`config.mk`:
```
export PLATFORM = sky130hd
export DESIGN_NAME = dsd7_mmu_arbiter
export DESIGN_NICKNAME = d
export VERILOG_FILES = /design/src/rtl/dsd7_mmu_arbiter.sv
export SDC_FILE = /design/constraint.sdc
export NUM_CORES = 1
export LEC_CHECK = 0
export ABC_AREA = 0
export ABC_CLOCK_PERIOD_IN_PS = 1500
export BUFFER_PORTS_ARGS = -buffer_cell sky130_fd_sc_hd__buf_2
export CORE_AREA = 2 2 127 129
export DETAILED_ROUTE_END_ITERATION = 6
export DIE_AREA = 0 0 129 131
export MAX_ROUTING_LAYER = met4
export SLEW_MARGIN = 40
export SYNTH_ARGS = -nofsm -noshare
export SYNTH_HDL_FRONTEND = slang
export SYNTH_SLANG_ARGS = --single-unit
```
`constraint.sdc`:
```
create_clock -name clk_i -period 1.5 [get_ports clk_i]
set_clock_uncertainty 0.05 [all_clocks]
set_input_delay 0.15 -clock clk_i [delete_from_list [all_inputs] [get_ports clk_i]]
set_output_delay 0.15 -clock clk_i [all_outputs]
set_load 0.02 [all_outputs]
```
`src/rtl/dsd7_mmu_arbiter.sv`:
```
`default_nettype none
// ============================================================================
// Module   : dsd7_mmu_arbiter
// Brief    : Two-master (instruction fetch / data) arbiter in front of the MMU
//            slave port. Alternating tie-break, stall timeout with bus error,
//            and a release phase that waits for the slave handshake to drop.
// Revision : 1.0 - initial release
// ============================================================================
module dsd7_mmu_arbiter #(
    parameter int unsigned TMO = 255
) (
    input  logic        clk_i,
    input  logic        rst_i,
    // master 0 : instruction fetch
    input  logic        m0_cyc_i,
    input  logic        m0_stb_i,
    input  logic        m0_vpa_i,
    input  logic        m0_vda_i,
    input  logic        m0_wr_i,
    input  logic [1:0]  m0_sel_i,
    input  logic [31:0] m0_adr_i,
    input  logic [31:0] m0_dat_i,
    input  logic        m0_sr_i,
    input  logic        m0_cr_i,
    output logic        m0_ack_o,
    output logic        m0_err_o,
    output logic        m0_rb_o,
    output logic [31:0] m0_dat_o,
    // master 1 : data
    input  logic        m1_cyc_i,
    input  logic        m1_stb_i,
    input  logic        m1_vpa_i,
    input  logic        m1_vda_i,
    input  logic        m1_wr_i,
    input  logic [1:0]  m1_sel_i,
    input  logic [31:0] m1_adr_i,
    input  logic [31:0] m1_dat_i,
    input  logic        m1_sr_i,
    input  logic        m1_cr_i,
    output logic        m1_ack_o,
    output logic        m1_err_o,
    output logic        m1_rb_o,
    output logic [31:0] m1_dat_o,
    // MMU slave side
    output logic        s_cyc_o,
    output logic        s_stb_o,
    output logic        s_vpa_o,
    output logic        s_vda_o,
    output logic        s_wr_o,
    output logic        s_sr_o,
    output logic        s_cr_o,
    output logic [1:0]  s_sel_o,
    output logic [31:0] s_adr_o,
    output logic [31:0] s_dat_o,
    input  logic        s_ack_i,
    input  logic        s_rb_i,
    input  logic [31:0] s_dat_i
);

    localparam logic [1:0] c_IDLE    = 2'd0;
    localparam logic [1:0] c_BUSY    = 2'd1;
    localparam logic [1:0] c_RELEASE = 2'd2;
    localparam logic [7:0] c_TMO     = TMO[7:0];

    logic [1:0] r_state;
    logic [1:0] w_state_nxt;
    logic       r_owner;   // 0 = m0, 1 = m1
    logic       r_lo;      // last owner, used to alternate on ties
    logic [7:0] r_tc;      // consecutive stall cycles
    logic       r_err;     // timeout latched until owner drops stb

    logic w_busy;
    logic w_own_cyc;
    logic w_own_stb;
    logic w_err;
    logic w_m0;
    logic w_m1;

    assign w_busy    = (r_state == c_BUSY);
    assign w_own_cyc = r_owner ? m1_cyc_i : m0_cyc_i;
    assign w_own_stb = r_owner ? m1_stb_i : m0_stb_i;
    // The timeout is visible in the very cycle tc reaches TMO, then held by r_err.
    assign w_err     = w_busy & (r_err | (r_tc == c_TMO));
    assign w_m0      = w_busy & ~r_owner;
    assign w_m1      = w_busy &  r_owner;

    // Slave request: owner's signals passed straight through while BUSY, else 0.
    assign s_cyc_o = w_busy & w_own_cyc;
    assign s_stb_o = w_busy & w_own_stb & ~w_err;
    assign s_vpa_o = w_busy & (r_owner ? m1_vpa_i : m0_vpa_i);
    assign s_vda_o = w_busy & (r_owner ? m1_vda_i : m0_vda_i);
    assign s_wr_o  = w_busy & (r_owner ? m1_wr_i  : m0_wr_i);
    assign s_sr_o  = w_busy & (r_owner ? m1_sr_i  : m0_sr_i);
    assign s_cr_o  = w_busy & (r_owner ? m1_cr_i  : m0_cr_i);
    assign s_sel_o = w_busy ? (r_owner ? m1_sel_i : m0_sel_i) : 2'b00;
    assign s_adr_o = w_busy ? (r_owner ? m1_adr_i : m0_adr_i) : 32'd0;
    assign s_dat_o = w_busy ? (r_owner ? m1_dat_i : m0_dat_i) : 32'd0;

    // Responses go to the owner only; err wins over ack.
    assign m0_ack_o = w_m0 & s_ack_i & ~w_err;
    assign m0_err_o = w_m0 & w_err;
    assign m0_rb_o  = w_m0 & s_rb_i;
    assign m0_dat_o = w_m0 ? s_dat_i : 32'd0;
    assign m1_ack_o = w_m1 & s_ack_i & ~w_err;
    assign m1_err_o = w_m1 & w_err;
    assign m1_rb_o  = w_m1 & s_rb_i;
    assign m1_dat_o = w_m1 ? s_dat_i : 32'd0;

    // Next-state logic of the arbitration FSM.
    always_comb begin
        w_state_nxt = r_state;
        case (r_state)
            c_IDLE:    if (m0_cyc_i | m1_cyc_i) w_state_nxt = c_BUSY;
            c_BUSY:    if (!w_own_cyc)          w_state_nxt = c_RELEASE;
            c_RELEASE: if (!s_ack_i)            w_state_nxt = c_IDLE;
            default:                            w_state_nxt = c_IDLE;
        endcase
    end

    // State register plus owner selection, stall counter and error flag.
    always_ff @(posedge clk_i) begin
        if (rst_i) begin
            r_state <= c_IDLE;
            r_owner <= 1'b0;
            r_lo    <= 1'b1;
            r_tc    <= 8'd0;
            r_err   <= 1'b0;
        end else begin
            r_state <= w_state_nxt;
            case (r_state)
                c_IDLE: begin
                    r_tc  <= 8'd0;
                    r_err <= 1'b0;
                    if (m0_cyc_i & m1_cyc_i) r_owner <= ~r_lo;
                    else if (m1_cyc_i)       r_owner <= 1'b1;
                    else if (m0_cyc_i)       r_owner <= 1'b0;
                end
                c_BUSY: begin
                    if (!w_own_cyc) begin
                        r_lo  <= r_owner;
                        r_tc  <= 8'd0;
                        r_err <= 1'b0;
                    end else if (w_err) begin
                        r_tc  <= 8'd0;
                        r_err <= w_own_stb;
                    end else if (s_stb_o & ~s_ack_i) begin
                        r_tc  <= r_tc + 8'd1;
                    end else begin
                        r_tc  <= 8'd0;
                    end
                end
                default: begin
                    r_tc  <= 8'd0;
                    r_err <= 1'b0;
                end
            endcase
        end
    end

endmodule
`default_nettype wire

```
# == After elaboration in Yosys (flattened, before gate mapping) ==
# Index checks and enable logic that the tools add are counted.
# word_totals
ff_bits,13
latch_bits,0
ram_bits,0
rom_bits,0
in_bits,182
output_inout_bits,143
wordCells,71
mem_count,0
# op_classes
addsub,1
n_mul,0
div_mod_pow,0
n_lt_le_gt_ge,0
eq_ne,6
n_shift,0
muxes,22
n_bitwise,30
reduce_logical,7
# ops
op,n
$mux W32,6
$and A1 B1 Y1,21
$mux W1,10
$mux W2,5
$add A8 B1 Y8 const B,1
$eq A8 B8 Y1 const B,1
$not A1 Y1,7
$ne A2 B2 Y1 const B,3
$pmux W2 S3,1
$reduce_or A5 Y1,1
$reduce_and A2 Y1,2
$reduce_and A3 Y1,1
$reduce_bool A3 Y1,1
$reduce_or A3 Y1,1
$eq A2 B1 Y1 const B,1
$eq A2 B2 Y1 const B,1
$logic_not A2 Y1,1
$or A1 B1 Y1,2

# == Longest topological paths before layout ==
# Gate-level depths: netlist of the first run.
# logic_depth
ltp_word,8
mapped_depth,5
ltp_nobuf,4

# == Worst setup path before layout of the first run ==
# Ideal clock, no wire load.
# synth_timing
path_type,reg-to-output
from,register r_tc[0]
to,output port m1_ack_o
arrival_time_ns,1.656
required_ns,1.300
setup_slack_ns,-0.356
stages_incl_launch_ff,6
path_buffers,1
path_cell_list,dfxtp_1 > ha_1 > and4_1 > a41o_1 > buf_2 > nor3_1
# synth_via
elab_chain_len,5
# synth_lines
element,line,rtl
"start, declared",69,logic [7:0] r_tc;
"start signal, assigned",147,r_tc <= r_tc + 8'd1;
$eq A8 B8 Y1,83,assign w_err = w_busy & (r_err | (r_tc == c_TMO));
$or A1 B1 Y1,83,
$and A1 B1 Y1,83,
$not A1 Y1,104,assign m1_ack_o = w_m1 & s_ack_i & ~w_err;
$and A1 B1 Y1,104,
"end, declared",40,"output logic m1_ack_o,"
# Every way passes these cells.

# == Final worst setup path of the first run ==
# layout_timing
from,register r_tc[0]
to,output port m1_err_o
# layout_via
elab_chain_len,4
# layout_lines
element,line,rtl
$eq A8 B8 Y1,83,
$or A1 B1 Y1,83,
$and A1 B1 Y1,83,
$and A1 B1 Y1,105,assign m1_err_o = w_m1 & w_err;
"end, declared",41,"output logic m1_err_o,"
# Every way passes these cells.

==> results.md, run 1 <==
- Outcome: complete, but fails checks
- Failing checks: negative setup slack
- Syn_nets: around 500
- Most frequent cells in the layout: buf_2 (209), buf_6 (106), nor2_1 (51)
- GRT Residual Overflow: 0
- Max clock buf depth: 2
- Pin count of the biggest net entering global routing: 33
- Final hold violation count: 0
- Via density: 4.171
- CTS sink cnt: 13
- Die Span X: roughly 130 um
- Clock Pin Slew Worst Setup and Hold Paths: 50 ps
- Crit end category: output pin
- Die height: 131 um
- Hold_ws: 111.8 ps
- Post-Layout Cell Count: 909
- P_leak: between 3 and 4 nW
- Setup repair after global routing missed its margin: true
- Total track usage: 0.1598
- CP Launch Type: flip-flop
- Share of cells above drive strength 1: 0.7983
- Power Dens Cells: between 500 and 600 mW/mm^2
- H-tree Lvls: 1
- Port Buf Inserts: around 320
- Worst EP required: 1300 ps
- TritonRoute pass-1 iters: 4
- Gp weighted congestion: between 0.7 and 0.8
- Worst skew pair latency: ~240 ps
- Worst Path Max Fanout: 4
- Fin crit period: 1703 ps
- Sequential fraction of the synthesis area: 0.1172
- Arrival @ worst endpoint: roughly 1500 ps
- Fmax: a little under 0.6 GHz
- Post-Syn Area: ~0.0022 sq mm
- Placed cell area: ~0.0044 sq mm
- HPWL after DPL: around 10 mm
- Drt wl/cell: approximately 17 um
- Synthesized instance count: ~310
- Register area: between 200 and 300 sq um
- I/O pins: about 330
- Final Instance Area: 0.006561 sq mm
- Fin nets: 873
- DRC: 0
- Drt total wl: 15.51 mm
- Netlist cell types: 36
- Vias: 3791
- Initial DRC count: 82
- Leading cell type in the layout, fill and taps excluded: buf_2
- Row count: between 40 and 50
- Total power: 3.411 mW
- Multi-input gate area: 0.002526 sq mm
- Vias in the first global route: ~3600
- Yosys reg bits: 13
- Hold Path Class: input port to flip-flop
- MaxCap Viol Count: 0
- Slew headroom: 0.7506
- Number of CTS-inserted buffers: 3
- Core box area: 0.01560 sq mm
- Clock tree from TritonCTS: done
- Reg2Reg Setup Slack: -100 ps
- Initial antenna violation count: 4
- Synthesized area per cell: roughly 7.1 sq um
- Warnings, synthesis: 0
- Tcrit/Tclk final: 1.135
- Slew Viols, Final: 0
- Worst-margin pin slew: 364.7 ps
- Setup ws final: -203.1 ps
- DRT antenna net count: 0
- Area grow syn2layout: 195.4%
- Critical path class: flip-flop to output pin
- Die area: about 0.017 sq mm
- First-pass GRT wire length: 20.09 mm
- Filler cell count: 1506
- Worst VDD drop: roughly 0.34 mV
- Clock Root Buffer: clkbuf_16
- Inst Count DP: between 800 and 900
- Final Setup Violations: 148
- Starting density of the core: 0.1424
[metrics by stage]
step                        util  setup WS, ps  setup TNS (ps)
after floorplan                -        -103.4          -103.4
after global placement    0.2792        -76.53          -171.1
after detailed placement  0.2792        -76.58          -255.7
after CTS                 0.3832        -211.3          -18360
after global routing      0.4207        -254.9          -23540
final                     0.4207        -203.1          -15240
[power breakdown]
| group | internal, mW | switching, mW | total (mW) | leakage [nW] |
|---|---|---|---|---|
| Clock | 0.359 | 0.147 | 0.506 | 0.0382 |
| Combinational | 1.35 | 1.18 | 2.53 | 2.90 |
| Sequential | 0.357 | 0.0175 | 0.375 | 0.109 |
| Total | 2.06 | 1.35 | 3.41 | 3.05 |
[worst paths after layout]
kind | startpoint | to | cells past startpoint
worst max-delay path | r_tc[0] | m1_err_o | 5
worst min-delay path | rst_i | r_owner | 2
worst max register to register | r_state[1] | r_tc[7] | 6
worst min register to register | r_lo | r_lo | 2
[sequential cells by signal, summed over array words and instances, names as in the netlist]
signal / flops
r_tc: 8
r_state: 2
r_lo: 1
r_owner: 1
r_err: 1
[cell type report]
cell class                 count  share of cell area
tap                          216             0.04119
antenna                        4            0.001526
inverter                       5            0.002860
clock buffer                   4             0.01201
multi-input combinational    266              0.3850
timing repair buffer         401              0.5156
sequential                    13             0.04176
[synthesized netlist by cell type (all sizes together)]
master	n	area [sq um]
a2111oi	1	8.760
a211oi	4	45.05
a21oi	5	25.02
a41o	1	10.01
a41oi	1	8.760
and2	33	206.5
and3	35	219.0
and4	1	8.760
buf	20	102.6
clkbuf	10	37.54
dfxtp	13	260.3
ha	1	12.51
inv	5	18.77
mux2	1	11.26
mux2i	72	720.7
nand2	7	26.28
nand2b	1	6.260
nand3	3	15.01
nand3b	1	7.510
nand4	1	6.260
nand4bb	1	11.26
nor2	75	281.5
nor2b	1	6.260
nor3	7	60.06
nor4b	1	8.760
o21ai	2	10.01
o21bai	1	7.510
o31ai	2	15.01
or3	2	12.51
or3b	2	17.52
or4	1	7.510
xnor2	1	8.760
xor2	2	17.52
[routing by layer]
metal  global-route usage  vias to the layer above  part of all wire  wire length, um
met3              0.02443                       14             0.050              772
met2               0.3022                      178              0.55             8603
met5                    -                        -                 0                0
met1               0.1843                     1748              0.39             5982
li1                     -                     1851                 -                -
met4              0.01598                        0             0.010              156
[cells by family after synthesis]
kind of cell             count (synthesis)  synth area share
AND/OR/NAND/NOR                        172            0.4056
adder cells (fa/ha/maj)                  1          0.005633
AO/OA/AOI/OAI                           17           0.05859
buffers and inverters                   35           0.07155
XOR/XNOR                                 3           0.01183
multiplexers                            73            0.3296
flip-flops                              13            0.1172
[repair_timing]
| item | CTS | global route |
|---|---|---|
| setup buffers | 22 | 15 |
| pin swaps | 34 | 34 |
| endpoints found under the setup margin | 151 | 153 |
| hold buffers | 0 | 0 |
| resized for setup | 293 | 144 |
| cloned | 13 | 4 |
[worst max-delay path, stage by stage (launching register included)]
cell	delay, ps
dfxtp_2	350
ha_4	130
and4_4	230
a41o_4	260
and3_4	180
buf_6	110
(Power assumes the default switching activity.)
==> run 2: changes to the inputs <==
--- a/config.mk
+++ b/config.mk
@@ -12,6 +12,7 @@
 export DETAILED_ROUTE_END_ITERATION = 6
 export DIE_AREA = 0 0 129 131
 export MAX_ROUTING_LAYER = met4
+export PLACE_DENSITY = 0.54
 export SLEW_MARGIN = 40
 export SYNTH_ARGS = -nofsm -noshare
 export SYNTH_HDL_FRONTEND = slang
==> run 2 against run 1 <==
Compared with the run above:
- the flow still finishes with violations (negative setup slack)
- fmax shrank 1.3%
- worst hold slack improved by 2.7 ps
- via count is 3.3% lower
- clock power decreased by 1%
==> results.md, run 2 (synthesis results as in run 1) <==
- Fin crit period: 1726 ps (+23.29 ps)
- Initial DRC count: 77 (-6.1%)
- Worst-margin pin slew: 263.2 ps (-101.5 ps)
- Fin Setup TNS: -18000 ps (-2756 ps)
- Failing checks: negative setup slack
- Die Span X: 129 um (unchanged)
- Share of cells above drive strength 1: 0.7689 (-0.02937)
- Drt wl/cell: 16.73 um (-2.0%)
- Via density: 4.116 (-1.3%)
- Top reg by flops: r_tc
- CP Launch Type: flip-flop
- Hold Path Class: input port to flip-flop
- GRT Residual Overflow: 0 (unchanged)
- Starting density of the core: 0.1424 (unchanged)
- MaxCap Viol Count: 0 (unchanged)
- Drt total wl: 14.90 mm (-3.9%)
- Worst VDD drop: 0.5448 mV (+62%)
- Vias: 3667 (-3.3%)
- Clock Root Buffer: clkbuf_16
- CP max stage cell: dfxtp_4
- Setup repair after global routing missed its margin: true
- Clock Pin Slew Worst Setup and Hold Paths: 40 ps (about the same)
- Crit path top cell by count: buf_6
- Most frequent cells in the layout: buf_2 (212), buf_6 (87), buf_4 (57)
- Initial antenna violation count: 0 (-4)
- CTS sink cnt: 13 (unchanged)
- Slew Viols, Final: 0 (unchanged)
- Row count: 46 (unchanged)
- Final hold violation count: 0 (unchanged)
- Worst Path Max Fanout: 8 (+4)
- Crit-path cells: buf_6 > buf_6 > nor2_4 > buf_12 > buf_6 > and2_1 > buf_6
- Largest regs: r_tc: 8 flops, r_state: 2 flops
- Post-Layout Cell Count: 891 (-2.0%)
- Clock tree from TritonCTS: done
- DRT antenna net count: 0 (unchanged)
- N_diodes: 0 (-4)
- Crit path buffers/inverters: 5 (+4)
- Crit path max-delay family: buffers and inverters
- Core box area: 0.01560 sq mm (unchanged)
- Setup ws final: -226.4 ps (-23.29 ps)
- GRT met1 Usage: 0.1498 (-0.03447)
- H-tree Lvls: 1 (unchanged)
- Die area: 0.01690 sq mm (unchanged)
- Hold_ws: 114.5 ps (+2.687 ps)
- Gp weighted congestion: 0.7975 (+7.4%)
- Final Setup Violations: 138 (-6.8%)
- P_leak: 2.929 nW (-3.9%)
- Fmax: 0.5792 GHz (-1.3%)
- HPWL after DPL: 9.623 mm (-4.7%)
- Crit end category: output pin
- First-pass GRT wire length: 15.29 mm (-24%)
- Vias in the first global route: 2980 (-17%)
- Leading cell type in the layout, fill and taps excluded: buf_2
- CTS Hold Bufs: 0 (unchanged)
- Fin nets: 859 (-1.6%)
- Critical path class: flip-flop to output pin
- Die height: 131 um (unchanged)
- Number of CTS-inserted buffers: 3 (unchanged)
- Area grow syn2layout: 176.2%
- Final Instance Area: 0.006135 sq mm (-6.5%)
- Inst Count DP: 851 (-1.0%)
- Slew headroom: 0.8195 (+0.06894)
- Worst skew pair latency: 240 ps (about the same)
- Tcrit/Tclk final: 1.151 (+0.01553)
- Total track usage: 0.1161 (-0.04372)
- Filler cell count: 1554 (+3.2%)
- I/O pins: 325 (unchanged)
- Pin count of the biggest net entering global routing: 74 (+120%)
- DRC: 0 (unchanged)
- CP peak stage delay: 350 ps (about the same)
- Met3 Track Usage GR: 0.01140 (-0.01303)
- Outcome: complete, but fails checks
- Placed cell area: 0.004287 sq mm (-1.6%)
- GRT met2 Usage: 0.2088 (-0.09337)
- TritonRoute pass-1 iters: 4 (unchanged)
- Worst EP required: 1300 ps (about the same)
- Port Buf Inserts: 324 (unchanged)
- Global route hottest layer: met2
- Power Dens Cells: 519.3 mW/mm^2 (-0.10%)
- Max clock buf depth: 2 (unchanged)
- Arrival @ worst endpoint: 1530 ps (+30 ps)
- Max reg flops: 8 (unchanged)
[run 2: cell types whose count changed in the layout (fill, tap and decap cells not counted), sizes merged]
| cell | change |
|---|---|
| diode | -4 |
| clkbuf | +10 |
| buf | -24 |
[run 2: timing repair]
action                     in CTS  in global routing
buffers inserted                3                 18
resized for setup              41                300
pin swaps                       3                 52
cloned                          0                 20
setup endpoints to repair     151                149
[run 2: path summary, 6_finish.rpt]
kind	from	end	slack, ps	cells past startpoint
worst max register to register	r_owner	r_state[0]	70	5
worst min register to register	r_state[1]	r_state[1]	480	2
worst min-delay path	rst_i	r_owner	110	2
worst max-delay path	r_owner	m0_dat_o[29]	-230	7
[run 2: worst reg2reg max path, stage by stage (launching register included)]
cell	delay [ps]
dfxtp_4	350
buf_12	160
buf_12	120
clkbuf_16	190
nor2_1	80
a2111oi_2	360
[run 2: power breakdown]
part	internal (mW)	total [mW]	switching [mW]
Clock	0.358	0.500	0.142
Sequential	0.358	0.371	0.0132
Combinational	1.20	2.31	1.11
Total	1.92	3.19	1.27
[run 2: through the flow]
step           total power, mW  setup slack [ps]  utilization
6_report                 3.186            -226.4       0.3933
5_1_grt                  3.344            -271.7       0.3933
4_1_cts                  2.428            -208.2       0.2894
3_5_place_dp             1.872            -96.38       0.2748
3_3_place_gp             1.872            -74.41       0.2748
2_1_floorplan            1.199            -103.4            -
[run 2: final cells by class]
| type | instances | area (sq um) | area share |
|---|---|---|---|
| repair buffers | 387 | 3159 | 0.5150 |
| multi-input cells | 266 | 2336 | 0.3808 |
| flip-flops and latches | 13 | 271.5 | 0.04426 |
| well taps | 216 | 270.3 | 0.04405 |
| clock buffers | 4 | 78.83 | 0.01285 |
| inverters | 5 | 18.77 | 0.003059 |
[run 2: per-layer routing]
metal | part of all wire | wire, um | vias up
met3 | 0.045 | 674 | 4
met4 | 0.0024 | 36 | 0
met1 | 0.39 | 5848 | 1683
met2 | 0.56 | 8342 | 170
met5 | 0 | 0 | -
li1 | - | - | 1810
==> run 3: changes to the inputs <==
--- a/config.mk
+++ b/config.mk
@@ -5,14 +5,14 @@
 export SDC_FILE = /design/constraint.sdc
 export NUM_CORES = 1
 export LEC_CHECK = 0
-export ABC_AREA = 0
+export ABC_AREA = 1
 export ABC_CLOCK_PERIOD_IN_PS = 1500
 export BUFFER_PORTS_ARGS = -buffer_cell sky130_fd_sc_hd__buf_2
-export CORE_AREA = 2 2 127 129
+export CORE_AREA = 2 2 125 127
 export DETAILED_ROUTE_END_ITERATION = 6
-export DIE_AREA = 0 0 129 131
+export DIE_AREA = 0 0 127 129
 export MAX_ROUTING_LAYER = met4
-export PLACE_DENSITY = 0.54
+export PLACE_DENSITY = 0.56
 export SLEW_MARGIN = 40
 export SYNTH_ARGS = -nofsm -noshare
 export SYNTH_HDL_FRONTEND = slang
==> run 3 against run 2 <==
Compared with the run above:
- the flow still finishes with violations (negative setup slack)
- worst hold slack worse by 46 ps
- core utilization is 3.1 points lower
- global-route usage is 2.5 points higher
- sequential share of layout area is 0.51 points higher
- synthesized cell count is 40% higher
- register-to-register slack better by 40 ps
- highest routed layer unchanged
==> results.md, run 3 <==
- Initial DRC count: 155 (+100%)
- H-tree Lvls: 1 (unchanged)
- CP Launch Type: flip-flop
- Worst-margin pin slew: 256.1 ps (-7.153 ps)
- Leading cell type in the layout, fill and taps excluded: buf_2
- Comb pwr share: 0.711 (-0.016)
- GRT met2 Usage: 0.2672 (+0.05840)
- Total power: 3.031 mW (-4.9%)
- Placed cell area: 0.004173 sq mm (-2.7%)
- Final core occ: 0.3621 (-0.03124)
- Global route hottest layer: met2
- Hold_ws: 68.79 ps (-45.73 ps)
- Gp weighted congestion: 0.8049 (+0.93%)
- Synthesized instance count: 440 (+40%)
- Endpoint, Worst Hold: r_owner
- R2R Path Start: r_state[1]
- Filler cell count: 1586 (+2.1%)
- Warnings, synthesis: 0 (unchanged)
- P_leak: 2.826 nW (-3.5%)
- Adder-Cell Fraction of Synth Area: 0.005432 (-0.0002020)
- Reg2Reg Setup Slack: 110 ps (+40 ps)
- Initial antenna violation count: 1 (+1)
- Via density: 4.219 (+2.5%)
- Switching share of power: 0.4496 (+0.05176)
- Yosys top cell by area: nand2_1
- Arrival @ worst endpoint: 1460 ps (-70 ps)
- Max reg flops: 8 (unchanged)
- Max clock buf depth: 2 (unchanged)
- Tcrit/Tclk final: 1.109 (-0.04192)
- R2R cell count: 6 (+1)
- DRC: 0 (unchanged)
- Row count: 45 (-2.2%)
- Largest regs: r_tc: 8 flops, r_state: 2 flops
- Fin nets: 950 (+11%)
- Simple-gate share of the synthesized area: 0.4449 (+0.03923)
- Worst VDD drop: 0.4866 mV (-11%)
- Drt total wl: 14.06 mm (-5.7%)
- Post-synth ARST share: 0 (unchanged)
- Pin count of the biggest net entering global routing: 35 (-53%)
- Reg2Reg Capture Point: r_tc[2]
- Worst EP required: 1300 ps (about the same)
- Number of CTS-inserted buffers: 3 (unchanged)
- Port Buf Inserts: 324 (unchanged)
- Outcome: complete, but fails checks
- XOR/XNOR Fraction of Synth Area: 0.01521 (+0.003378)
- Vias in the first global route: 3514 (+18%)
- Worst Path Max Fanout: 17 (+9)
- Total track usage: 0.1416 (+0.02549)
- Setup repair after global routing missed its margin: true
- Internal: 1.668 mW (-13%)
- Hold path depth: 2 (unchanged)
- Area grow syn2layout: 135.4%
- Dominant cells by area after synthesis: nand2_1 (26%), a21oi_2 (19%), nor2_1 (14%)
- Starting density of the core: 0.1538 (+0.01141)
- Yosys reg bits: 13 (unchanged)
- Fin crit period: 1663 ps (-62.88 ps)
- Top reg by flops: r_tc
- Share of cells above drive strength 1: 0.6214 (-0.1475)
- Switching pwr: 1.363 mW (+7.5%)
- Failing checks: negative setup slack
- Synthesized area per cell: 5.235 sq um (-26%)
- CTS sink cnt: 13 (unchanged)
- Final Instance Area: 0.005423 sq mm (-12%)
- Seq pwr share: 0.123 (+0.007)
- Hold Path Class: input port to flip-flop
- Met3 Track Usage GR: 0.01913 (+0.007726)
- I/O pins: 325 (unchanged)
- Clock Pin Slew Worst Setup and Hold Paths: 40 ps (about the same)
- Sequential fraction of the synthesis area: 0.1130 (-0.004201)
- Number of synthesized flops with an enable pin: 0 (unchanged)
- Power Dens Cells: 558.9 mW/mm^2 (+7.6%)
- Commonest cells in the netlist: nand2_1 (162), nor2_1 (86), a21oi_2 (50)
- Post-synth top area share: 0.2640 (-0.06052)
- Post-Syn Area: 0.002303 sq mm (+3.7%)
- Final hold violation count: 0 (unchanged)
- Crit end category: output pin
- Worst skew pair latency: 240 ps (about the same)
- Core box area: 0.01498 sq mm (-4.0%)
- Syn_nets: 623 (+25%)
- Fmax: 0.6011 GHz (+3.8%)
- Slew Viols, Final: 0 (unchanged)
- Setup ws final: -163.5 ps (+62.88 ps)
- Die area: 0.01638 sq mm (-3.1%)
- Clk pwr share: 0.166 (+0.009)
- Clock Root Buffer: clkbuf_16
- Die height: 129 um (-1.5%)
- Slew headroom: 0.8287 (+0.009159)
- Vias: 4029 (+9.9%)
- Main combinational cell family by area after synthesis: simple AND/OR/NAND/NOR gates
- Die Span X: 127 um (-1.6%)
- MaxCap Viol Count: 0 (unchanged)
- GRT Residual Overflow: 0 (unchanged)
- Complex-gate fraction of the synthesized area: 0.2591 (+0.2005)
- Netlist cell types: 27 (-25%)
- DRT antenna net count: 0 (unchanged)
- HPWL after DPL: 9.292 mm (-3.4%)
- Post-synthesis mux area share: 0 (-0.3296)
- First-pass GRT wire length: 18.22 mm (+19%)
- Top-count cell post-synth: nand2_1
- Critical path class: flip-flop to output pin
- Drt wl/cell: 14.72 um (-12%)
- TritonRoute pass-1 iters: 4 (unchanged)
- Final Setup Violations: 143 (+3.6%)
- Most frequent cells in the layout: buf_2 (181), nand2_1 (159), buf_4 (111)
- Main synth FF type: dfxtp_1
- Worst hold path startpoint: rst_i
- GRT met1 Usage: 0.1636 (+0.01379)
- Clock tree from TritonCTS: done
-- run 3: changes by cell type after synthesis, sizes merged, moves of 4 or more --
cell	delta
a211oi	-4
a21oi	+70
and2	-33
and3	-35
buf	+8
clkbuf	-8
inv	+44
mux2i	-72
nand2	+157
nor2	+13
nor3	-4
-- run 3: what timing repair did --
item / CTS / global route
endpoints found under the setup margin: 143 / 151
pin swaps: 3 / 5
resized for setup: 192 / 102
gates cloned: 5 / 4
setup buffers: 3 / 1
hold buffers: 0 / 0
-- run 3: cell families (layout without fill, tap and decap cells) --
| logic type | count (synthesis) | after routing |
|---|---|---|
| buf+inv | 79 | 405 |
| simple gates | 263 | 263 |
| compound gates | 80 | 80 |
| xor+xnor | 4 | 4 |
| fa+ha+maj | 1 | 1 |
| flops | 13 | 13 |
| other cells | 0 | 1 |
-- run 3: cell type report --
| cell class | count | area, sq um | area share |
|---|---|---|---|
| multi-input combinational | 348 | 2022 | 0.3729 |
| inverter | 49 | 196.4 | 0.03623 |
| sequential | 13 | 267.8 | 0.04938 |
| tap | 188 | 235.2 | 0.04338 |
| antenna | 1 | 2.502 | 0.0004615 |
| timing repair buffer | 352 | 2620 | 0.4832 |
| clock buffer | 4 | 78.83 | 0.01454 |
-- run 3: power by group through the flow --
| stage | sequential [mW] | combinational (mW) | clock, mW |
|---|---|---|---|
| finish | 0.372 | 2.16 | 0.504 |
| global route | 0.373 | 2.29 | 0.528 |
| CTS | 0.372 | 1.93 | 0.510 |
| detailed placement | 0.373 | 1.55 | 0 |
| global placement | 0.372 | 1.55 | 0 |
| floorplan | 0.370 | 0.942 | 0 |
-- run 3: worst max path at each step --
| stage | startpoint | end | cells after the start | slack, ps |
|---|---|---|---|---|
| floorplan | r_tc[0] | m0_ack_o | 6 | 40 |
| global route | r_state[0] | m1_dat_o[11] | 7 | -230 |
| global placement | r_tc[0] | m0_ack_o | 7 | 60 |
| CTS | r_state[0] | m1_dat_o[3] | 7 | -120 |
| finish | r_state[1] | m1_dat_o[29] | 6 | -160 |
| detailed placement | r_tc[0] | m0_ack_o | 7 | 30 |
-- run 3: per-stage QoR --
| step | cells | TNS (ps) | worst slack, ps |
|---|---|---|---|
| after floorplan | 440 | 0 | 42.80 |
| after global placement | 937 | 0 | 61.93 |
| after detailed placement | 937 | 0 | 32.52 |
| after CTS | 949 | -12890 | -120.4 |
| after global routing | 955 | -23160 | -225.3 |
| final | 955 | -12880 | -163.5 |
-- run 3: routing by layer --
| metal | vias up | part of all wire |
|---|---|---|
| met2 | 176 | 0.53 |
| met3 | 16 | 0.055 |
| met5 | - | 0 |
| met1 | 1838 | 0.40 |
| met4 | 0 | 0.011 |
| li1 | 1999 | - |
-- run 3: worst max-delay path, cell delays in order (launching register included) --
cell	delay, ps
dfxtp_1	340
nor2_4	160
buf_6	150
nand2_4	100
buf_12	170
nor2_1	120
buf_4	160
